<file path="src/rtl/morse_pkg.sv">
// Shared constants and state encoding for the Morse key front-end and the
// letter decoder that consumes its code words.
package morse_pkg;

  localparam int CODE_W      = 8;
  localparam int MAX_SYMBOLS = 4;

  localparam logic [1:0] SYM_DOT  = 2'b01;
  localparam logic [1:0] SYM_DASH = 2'b10;

  typedef enum logic [2:0] {
    IDLE,
    PRESS,
    GAP,
    EMIT,
    STROBE,
    CLEAR
  } state_e;

endpackage

</file>
<file path="src/rtl/morse_key_sync.sv">
// Two-flop synchroniser bringing the raw key input into the clk domain.
module morse_key_sync (
  input  logic clk,
  input  logic rst,
  input  logic d,
  output logic q
);

  logic meta_q;
  logic sync_q;

  always_ff @(posedge clk or posedge rst) begin
    if (rst) begin
      meta_q <= 1'b0;
      sync_q <= 1'b0;
    end else begin
      meta_q <= d;
      sync_q <= meta_q;
    end
  end

  assign q = sync_q;

endmodule

</file>
<file path="src/rtl/morse_key_sequencer.sv">
// Key front-end: times presses and gaps on the synchronised key, packs up to
// four dot/dash symbols into a code word and strobes it out once per letter.
module morse_key_sequencer
  import morse_pkg::*;
#(
  parameter int CNT_W      = 16,
  parameter int MIN_PRESS  = 4,
  parameter int DOT_MAX    = 20,
  parameter int LETTER_GAP = 60,
  parameter int READY_W    = 2
) (
  input  logic              clk,
  input  logic              rst,
  input  logic              key_in,
  output logic [CODE_W-1:0] morse_array,
  output logic              new_input_ready,
  output logic [2:0]        symbol_count,
  output logic              busy,
  output logic              overflow_err
);

  localparam int STB_W = (READY_W > 1) ? $clog2(READY_W) : 1;

  logic              key_s;

  state_e            state_q, state_d;
  logic [CNT_W-1:0]  press_cnt_q, press_cnt_d;
  logic [CNT_W-1:0]  gap_cnt_q, gap_cnt_d;
  logic [CODE_W-1:0] shift_q, shift_d;
  logic [2:0]        sym_cnt_q, sym_cnt_d;
  logic              ovf_q, ovf_d;
  logic [CODE_W-1:0] morse_q, morse_d;
  logic [STB_W-1:0]  strobe_cnt_q, strobe_cnt_d;

  logic              press_short;
  logic [1:0]        sym;
  logic [CNT_W-1:0]  gap_inc;

  morse_key_sync u_sync (
    .clk (clk),
    .rst (rst),
    .d   (key_in),
    .q   (key_s)
  );

  assign press_short = (press_cnt_q < CNT_W'(MIN_PRESS));
  assign sym         = (press_cnt_q <= CNT_W'(DOT_MAX)) ? SYM_DOT : SYM_DASH;
  assign gap_inc     = gap_cnt_q + 1'b1;

  always_ff @(posedge clk or posedge rst) begin
    if (rst) begin
      state_q      <= IDLE;
      press_cnt_q  <= '0;
      gap_cnt_q    <= '0;
      shift_q      <= '0;
      sym_cnt_q    <= '0;
      ovf_q        <= 1'b0;
      morse_q      <= '0;
      strobe_cnt_q <= '0;
    end else begin
      state_q      <= state_d;
      press_cnt_q  <= press_cnt_d;
      gap_cnt_q    <= gap_cnt_d;
      shift_q      <= shift_d;
      sym_cnt_q    <= sym_cnt_d;
      ovf_q        <= ovf_d;
      morse_q      <= morse_d;
      strobe_cnt_q <= strobe_cnt_d;
    end
  end

  always_comb begin
    state_d      = state_q;
    press_cnt_d  = press_cnt_q;
    gap_cnt_d    = gap_cnt_q;
    shift_d      = shift_q;
    sym_cnt_d    = sym_cnt_q;
    ovf_d        = ovf_q;
    morse_d      = morse_q;
    strobe_cnt_d = strobe_cnt_q;

    case (state_q)
      IDLE: begin
        if (key_s) begin
          state_d     = PRESS;
          press_cnt_d = CNT_W'(1);
        end
      end

      PRESS: begin
        if (key_s) begin
          if (press_cnt_q != '1)
            press_cnt_d = press_cnt_q + 1'b1;
        end else if (press_short) begin
          // a glitch keeps the running gap count so it cannot stretch a letter
          state_d = (sym_cnt_q == 3'd0) ? IDLE : GAP;
        end else begin
          if (sym_cnt_q < 3'(MAX_SYMBOLS)) begin
            shift_d   = {shift_q[CODE_W-3:0], sym};
            sym_cnt_d = sym_cnt_q + 3'd1;
          end else begin
            ovf_d = 1'b1;
          end
          state_d   = GAP;
          gap_cnt_d = '0;
        end
      end

      GAP: begin
        if (key_s) begin
          state_d     = PRESS;
          press_cnt_d = CNT_W'(1);
        end else begin
          gap_cnt_d = gap_inc;
          if (gap_inc == CNT_W'(LETTER_GAP)) begin
            state_d = EMIT;
            // load here so the word is settled for the whole EMIT cycle
            if (!ovf_q)
              morse_d = shift_q;
          end
        end
      end

      EMIT: begin
        if (ovf_q) begin
          state_d = CLEAR;
        end else begin
          state_d      = STROBE;
          strobe_cnt_d = STB_W'(READY_W - 1);
        end
      end

      STROBE: begin
        if (strobe_cnt_q == '0)
          state_d = CLEAR;
        else
          strobe_cnt_d = strobe_cnt_q - 1'b1;
      end

      CLEAR: begin
        shift_d   = '0;
        sym_cnt_d = '0;
        ovf_d     = 1'b0;
        gap_cnt_d = '0;
        state_d   = IDLE;
      end

      default: state_d = IDLE;
    endcase
  end

  always_comb begin
    new_input_ready = (state_q == STROBE);
    busy            = (state_q != IDLE);
    overflow_err    = (state_q == EMIT) && ovf_q;
    morse_array     = morse_q;
    symbol_count    = sym_cnt_q;
  end

endmodule

</file>
<file path="config.mk">
export PLATFORM = sky130hd
export DESIGN_NAME = morse_key_sequencer
export DESIGN_NICKNAME = d
export VERILOG_FILES = /design/src/rtl/morse_pkg.sv /design/src/rtl/morse_key_sync.sv /design/src/rtl/morse_key_sequencer.sv
export SDC_FILE = /design/constraint.sdc
export NUM_CORES = 1
export LEC_CHECK = 0
export ABC_AREA = 1
export BUFFER_PORTS_ARGS = -buffer_cell sky130_fd_sc_hd__buf_2
export CORE_MARGIN = 5
export CORE_UTILIZATION = 57
export CTS_BUF_LIST = sky130_fd_sc_hd__clkbuf_8
export DETAILED_ROUTE_END_ITERATION = 7
export PLACE_DENSITY = 0.83
export SLEW_MARGIN = 25
export SYNTH_ARGS = -nofsm -noshare
export SYNTH_HDL_FRONTEND = slang
export SYNTH_SLANG_ARGS = --single-unit
</file>
<file path="constraint.sdc">
create_clock -name clk -period 1.7 [get_ports clk]
set_input_delay 0.34 -clock clk [delete_from_list [all_inputs] [get_ports clk]]
set_output_delay 0.34 -clock clk [all_outputs]
set_load 0.02 [all_outputs]
</file>
After elaboration in Yosys (flattened, before gate mapping) --
Cells that the tools add are included.
Word-level totals: bits in registers 58, bits of input ports 3, output and inout port bits 14, word-level logic and storage cells 87
Cells by class: $add $sub $neg 4, magnitude comparators 3, equal/unequal tests 19, mux-type cells 33, bitwise operators 2, reduce and logical (&&, ||, !) cells 16
Operator list (count):
- 2-to-1 mux 16 bit | 6
- case mux 16 bit (3 select lines) | 1
- adder 16 x 1 -> 16 bit, second input constant | 2
- case mux 16 bit (2 select lines) | 1
- 2-to-1 mux 3 bit | 8
- 2-to-1 mux 8 bit | 3
- AND reduction 4 bit | 6
- == test 16 x 6 -> 1 bit, second input constant | 1
- less-or-equal comparator 16 x 5 -> 1 bit, second input constant | 1
- less-than comparator 16 x 3 -> 1 bit, second input constant | 1
- inequality test 16 bit, second input constant | 1
- inequality test 2 bit, second input constant | 8
- case mux 8 bit (2 select lines) | 1
- case mux 3 bit (5 select lines) | 1
- == test 3 x 2 -> 1 bit, second input constant | 2
- == test 3 bit, second input constant | 2
- logical NOT 3 bit | 2
- 2-to-1 mux 1 bit | 6
- 2-to-1 mux 2 bit | 3
- inequality test 2 x 1 -> 1 bit, second input constant | 3
- case mux 3 bit (2 select lines) | 1
- nonzero test 2 bit | 3
- nonzero test 3 bit | 2
- case mux 1 bit (2 select lines) | 2
- 9 further kinds | 10

Longest topological paths before layout --
Gate-level depths: netlist of run 1.
word-level depth 6, gate-level depth with buffers 13, gate-level depth less buffers 13

Hierarchy --
Synthesis of run 1 repeated with hierarchy kept, for this count alone.
Unflattened totals: cell total of the unflattened synthesis 439, area total of the unflattened synthesis 3285.7 um^2
By module, submodules not included:
- morse_key_sequencer | instances 1, cells each 436, area an instance 3231.8 um^2, sequential area each 1401.3 um^2
- morse_key_sync | instances 1, cells each 3, area an instance 53.8 um^2, sequential area each 50.0 um^2

Least setup slack after synthesis of run 1 --
No wires, ideal clock.
path kind reg2reg, start reg gap_cnt_q[1], end reg morse_q[0], in the netlist morse_array[0], library setup time 0.117 ns, arrival 1.720 ns, data required time 1.583 ns, setup slack -0.137 ns, stages on the path, launching flop included 13, buffers on the path 0, period minus slack after synthesis 1.837 ns, cell sequence dfrtp_1 -> ha_1 -> nand2_1 -> nor2_1 -> nand3_1 -> nand2_1 -> nand2_1 -> nor2_2 -> nand3_2 -> nor2_4 -> nand2_4 -> nand2_1 -> nand2_1
On the way: word-level cells in the longest chain between the ends 3
Ends and longest elaborated chain:
- from (decl) | line morse_key_sequencer.sv:28 | logic [CNT_W-1:0] gap_cnt_q, gap_cnt_d;
- from (signal assigned) | line morse_key_sequencer.sv:63 | gap_cnt_q <= gap_cnt_d;
- adder 16 x 1 -> 16 bit | line morse_key_sequencer.sv:48 | assign gap_inc = gap_cnt_q + 1'b1;
- == test 16 x 6 -> 1 bit | line morse_key_sequencer.sv:115 | if (gap_inc == CNT_W'(LETTER_GAP)) begin
- AND reduction 4 bit (no line)
- to (signal assigned) | line morse_key_sequencer.sv:67 | morse_q <= morse_d;
- to (decl) | line morse_key_sequencer.sv:32 | logic [CODE_W-1:0] morse_q, morse_d;
Every way passes these cells. A chain may end at the register's enable or synchronous reset.

Worst setup path in the final report of run 1 --
start reg gap_cnt_q[2], end reg state_q[0]
On the way: word-level cells in the longest chain between the ends 4
Ends and longest elaborated chain:
- adder 16 x 1 -> 16 bit | line morse_key_sequencer.sv:48
- == test 16 x 6 -> 1 bit | line morse_key_sequencer.sv:115
- inequality test 3 x 2 -> 1 bit (no line)
- AND reduction 4 bit (no line)
- to (signal assigned) | line morse_key_sequencer.sv:61 | state_q <= state_d;
- to (decl) | line morse_key_sequencer.sv:26 | state_e state_q, state_d;
Every way passes these cells.

==> impl_metrics.tcl, run 1 <==
set metrics [dict create \
    outcome "complete, but fails checks" \
    failed_checks "negative setup slack" \
    coreArea_um2 5570 \
    drive_above_1_share 0.340 \
    die_h_um 86.4 \
    fmax_mhz 550 \
    slowest_delay_ps 420 \
    finalMaxSlewViolations 0 \
    finalCriticalPeriod_ps 1820 \
    async_flop_share 1.00 \
    whs_ps 61.2 \
    grt_first_pass_wirelength_um 14200 \
    clk_pin_slew_worst_paths_ps 80 \
    dr.first_iter.drc_count 404 \
    place_hpwl_um 5740 \
    synth_top_area_frac 0.436 \
    path_class "reg -> reg" \
    synth_xor_area_frac 0.0312 \
    seqCellArea_um2 1460 \
    syn_area_um2 3330 \
    p_leak_nw 2.12 \
    synth.distinct_cells 26 \
    tightest_slew_ps 448 \
    netlist_top_cells_count "126 x nand2_1, 59 x inv_1, 58 x dfrtp_1" \
    fin_crit_sh 1.07 \
    setup_ws_ps -119 \
    setup.worst_path.start "gap_cnt_q[2]" \
    synthTopCellsByArea "dfrtp_1 44%, nand2_1 14%, inv_1 6.7%" \
    hold_class "in -> async" \
    dieArea_um2 7470 \
    portBuffers 16 \
    rows 27 \
    gp_congestion 0.978 \
    cpMostUsedCell "nand2_2" \
    synth-main-ff-cell "dfrtp_1" \
    crit_arrival_ps 2100 \
    drt_first_pass_iters 7 \
    grt_max_degree 59 \
    synth_nets 454 \
    clk_latency_ps 350 \
    maxCapViolations 0 \
    worstReg2RegStart "gap_cnt_q[2]" \
    end_kind "flip-flop" \
    fin_nets 539 \
    grt_overflow 0 \
    synth_edf_count 0 \
    post-place-ws_ps -130 \
    cts_tree "yes" \
    ys_seq_area_frac 0.436 \
    routedWlPerCell_um 15.6 \
    ant_nets 0 \
    r2r_cells 13 \
    rsz0062_at_grt "true" \
    place_area_um2 3870 \
    antenna_cells 0 \
    synth-simple-area-share 0.352 \
    first_global_vias 3139 \
    ys_seq_elements 58 \
    max-slew-margin-rel 0.699 \
    clockBufferDepth 2 \
    cts_made_buffers 9 \
    synth_area_per_cell_um2 7.48 \
    r2r_end "state_q[0]" \
    multi_input_comb_area_um2 1860 \
    grt_use_total 0.238 \
    drc 0 \
    via_per_inst 5.70 \
    slowest_stage "dfrtp_1" \
    h-tree-depth 3 \
    cts_root_buf "clkbuf_8" \
    worstPathCellList "nand2_2 > nor2_4 > nand2_4 > nor2_4 > nor2_2 > nor2_2 > buf_4 > nand2_2 > nor2_1 > nand2_1 > nand2_2 > nand3_2 > nand2_2" \
    start_util 0.597 \
    cts_sinks 58 \
    die_w_um 86.4 \
    r2r_setup_slack_ps -120 \
    critPathCapture "state_q[0]" \
    cp_max_fo 7 \
    irDropWorstVdd_uv 855 \
    worstPathRequired_ps 1980 \
    drt-total-wl_um 9490 \
    synth_top_area_cell "dfrtp_1" \
    setup_viol 21 \
    synth-compound-area-share 0.0838 \
    cp-start-kind "flip-flop" \
    fillers 305 \
    pwr_density_cell_nw_per_um2 1290 \
    antenna_found_initial 0 \
    syn_to_final_growth_pct 36.0 \
    syn_inst 445 \
    synth_warnings 0 \
    synth_top_family_by_area "simple AND/OR/NAND/NOR gates" \
    pin_count 17 \
    final_area_um2 4530 \
    synth.most_common_cell "nand2_1" \
    vias 3458 \
    finClkSkew_ps 12.2 \
    synth.area.mux_share 0 \
    final-hold-violation-count 0 \
    synthAdderAreaFrac 0.0226 \
]
==> stage by stage <==
stage                     TNS (ps)  total power, mW  cells   util
after floorplan              -43.5             2.77    445      -
after global placement       -74.3             3.41    572  0.694
after detailed placement     -1130             3.46    572  0.694
after CTS                     -785             5.29    593  0.757
after global routing         -4340             6.16    607  0.812
final                        -1300             5.86    607  0.812
==> report_power, final <==
group / switching, mW / internal (mW)
clock: 0.633 / 0.989
sequential: 0.222 / 1.58
combinational: 1.43 / 1.00
total: 2.29 / 3.57
==> cell families (layout without fill, tap and decap cells) <==
group                    Yosys count  count (layout)
AO/OA/AOI/OAI                     48              48
adder cells (fa/ha/maj)            6               6
XOR/XNOR                          11              11
flip-flops                        58              58
buffers and inverters             65             155
AND/OR/NAND/NOR                  257             257
==> state kept, by name, summed over array words and instances, names as in the netlist <==
signal and cells:
u_sync.q 1, morse_array 8, strobe_cnt_q 1, press_cnt_q 16, u_sync.meta_q 1, gap_cnt_q 16
symbol_count 3, ovf_q 1, state_q 3, shift_q 8
==> worst max-delay path: cells and delay by family (launching register included) <==
family | cells | cell delay (ps)
simple gates | 12 | 1180
buf+inv | 1 | 150
flops | 1 | 420
==> final cells by class <==
cell class	instances	share of cell area
repair buffers	78	0.138
clock buffers	9	0.0274
inverters	60	0.0514
clock inverters	7	0.0276
repair inverters	1	0.00166
flip-flops and latches	58	0.322
well taps	72	0.0199
multi-input cells	322	0.412
==> metal layers <==
metal | vias to the layer above | part of all wire | track usage
met5 | - | 0 | 0
met4 | 0 | 0.042 | 0.115
met3 | 52 | 0.079 | 0.0513
met2 | 174 | 0.49 | 0.389
met1 | 1618 | 0.39 | 0.298
li1 | 1614 | - | -
==> worst min-delay path by stage <==
stage	cells after the start	from	to
3_5_place_dp	0	u_sync.meta_q	u_sync.q
6_report	3	rst	gap_cnt_q[2]
5_1_grt	3	rst	gap_cnt_q[3]
4_1_cts	3	rst	gap_cnt_q[9]
3_3_place_gp	0	u_sync.meta_q	u_sync.q
2_1_floorplan	0	u_sync.meta_q	u_sync.q
==> placed cells by master (no fill, tap or decap), types with 10 or more instances in the layout <==
master   instances
nand2_1        109
nand2_2         20
nand4_1         12
buf_4           53
dfrtp_1         53
nor2_2          11
nor2_4          15
xor2_1          10
nand3_1         35
buf_2           13
nor2_1          34
inv_1           53
==> repair_timing <==
item                       CTS  global route
gates cloned                 0             1
gates resized for setup     24            69
setup endpoints to repair   30            51
pin swaps                    9            21
setup buffers                5            13
hold buffers                 0             0
Note: power is estimated with default switching activity, not from simulation.
==> run 2, diff against run 1 <==
- CORE_UTILIZATION: 57 -> 63
- HOLD_SLACK_MARGIN: not set -> 0.08
- PLACE_DENSITY: 0.83 -> 0.87
- clock period: 1.7 -> 1.85 ns (I/O delays scaled with it)
==> impl_metrics.tcl, run 2 (synthesis results as in run 1) <==
set metrics [dict create \
    drc 0 \
    pwr_density_cell_nw_per_um2 1130 \
    irDropWorstVdd_uv 815 \
    clockBufferDepth 2 \
    worstReg2RegStart "gap_cnt_q[1]" \
    outcome "complete, but fails checks" \
    whs_ps 129 \
    start_util 0.652 \
    grt_first_pass_wirelength_um 13900 \
    dieArea_um2 6840 \
    p_leak_nw 1.98 \
    end_kind "flip-flop" \
    first_global_vias 3195 \
    fmax_mhz 500 \
    tightest_slew_ps 414 \
    fin_crit_sh 1.08 \
    most-common-layout-cells "112 x nand2_1, 53 x inv_1, 52 x dfrtp_1" \
    ant_nets 0 \
    cts_made_buffers 9 \
    crit_arrival_ps 2290 \
    finClkSkew_ps 11.5 \
    portBuffers 16 \
    rsz0062_at_grt "true" \
    maxCapViolations 0 \
    setup_viol 10 \
    worstPathRequired_ps 2140 \
    worstHoldStart "key_in" \
    fin_nets 517 \
    h-tree-depth 3 \
    via_per_inst 5.78 \
    finalCriticalPeriod_ps 2000 \
    drt_first_pass_iters 5 \
    post-place-ws_ps -71.6 \
    die_w_um 82.7 \
    clk_pin_slew_worst_paths_ps 70 \
    setup_ws_ps -149 \
    cts_root_buf "clkbuf_8" \
    cts_tree "yes" \
    grt_use_total 0.272 \
    die_h_um 82.7 \
    routedWlPerCell_um 15.7 \
    drt-total-wl_um 9180 \
    max-slew-margin-rel 0.722 \
    syn_to_final_growth_pct 27.1 \
    final-hold-violation-count 0 \
    rows 26 \
    layout_commonest_cell "nand2_1" \
    reg_top3 "gap_cnt_q x16, press_cnt_q x16" \
    grt_max_degree 33 \
    antenna_found_initial 0 \
    setup.worst_path.start "gap_cnt_q[1]" \
    cp-start-kind "flip-flop" \
    dr.first_iter.drc_count 328 \
    path_class "reg -> reg" \
    failed_checks "negative setup slack" \
    vias 3367 \
    gp_congestion 0.944 \
    grt_overflow 0 \
    finalMaxSlewViolations 0 \
    pin_count 17 \
    antenna_cells 0 \
    cp_max_fo 5 \
    coreArea_um2 5110 \
    drive_above_1_share 0.281 \
    cts_sinks 58 \
    place_hpwl_um 5730 \
    clk_latency_ps 350 \
    hold_class "in -> reg" \
]
-- run 2: final cells by class --
type,instances,area (um^2)
fill,295,877
clock inverter,7,103
clock buffer,9,124
inverter,60,231
timing repair inverter,1,7.51
tap,70,87.6
multi-input combinational,322,1800
sequential,58,1460
timing repair buffer,56,414
-- run 2: path summary, 6_finish.rpt --
path,slack [ps],cells past startpoint,endpoint
setup / recovery,-150,11,morse_array[5]
hold / removal,130,1,u_sync.meta_q
setup reg to reg,-150,11,morse_array[5]
hold reg to reg,350,0,u_sync.q
max in group asynchronous,870,4,press_cnt_q[1]
min in group asynchronous,630,4,gap_cnt_q[13]
-- run 2: metrics by stage --
step	instances	total power, mW	util	instance area [um^2]	setup TNS [ps]
6_report	583	4.79	0.828	4230	-1120
5_1_grt	583	5.04	0.828	4230	-4070
4_1_cts	572	4.45	0.781	3990	-109
3_5_place_dp	553	3.07	0.720	3670	-437
3_3_place_gp	553	3.00	0.720	3670	0
2_1_floorplan	445	2.53	-	3330	0
-- run 2: where the power goes --
| part | internal [mW] | switching, mW |
|---|---|---|
| Combinational | 0.670 | 1.13 |
| Sequential | 1.45 | 0.199 |
| Clock | 0.768 | 0.573 |
-- run 2: critical path, cell delays in order, from the launching register on --
cell     delay (ps)
dfrtp_1         420
ha_4            180
nand3_4          90
nor2_4          140
xor2_2          180
nand2_1         110
nor2_2          170
nand3_2         120
nor2_4          210
buf_4           150
nand3_1          80
nand2_1          80
-- run 2: layer usage --
| metal | vias to the layer above | global-route usage | share of wire |
|---|---|---|---|
| met2 | 181 | 0.466 | 0.51 |
| met4 | 0 | 0.119 | 0.035 |
| met1 | 1569 | 0.320 | 0.39 |
| li1 | 1574 | - | - |
| met3 | 43 | 0.0705 | 0.067 |
| met5 | - | 0 | 0 |
-- run 2: timing repair --
| item | CTS | global route |
|---|---|---|
| endpoints found under the setup margin | 16 | 35 |
| setup buffers | 2 | 11 |
| pin swaps | 10 | 20 |
| cloned | 0 | 1 |
| hold buffers | 1 | 0 |
| hold endpoints to repair | 1 | 0 |
| gates resized for setup | 19 | 58 |
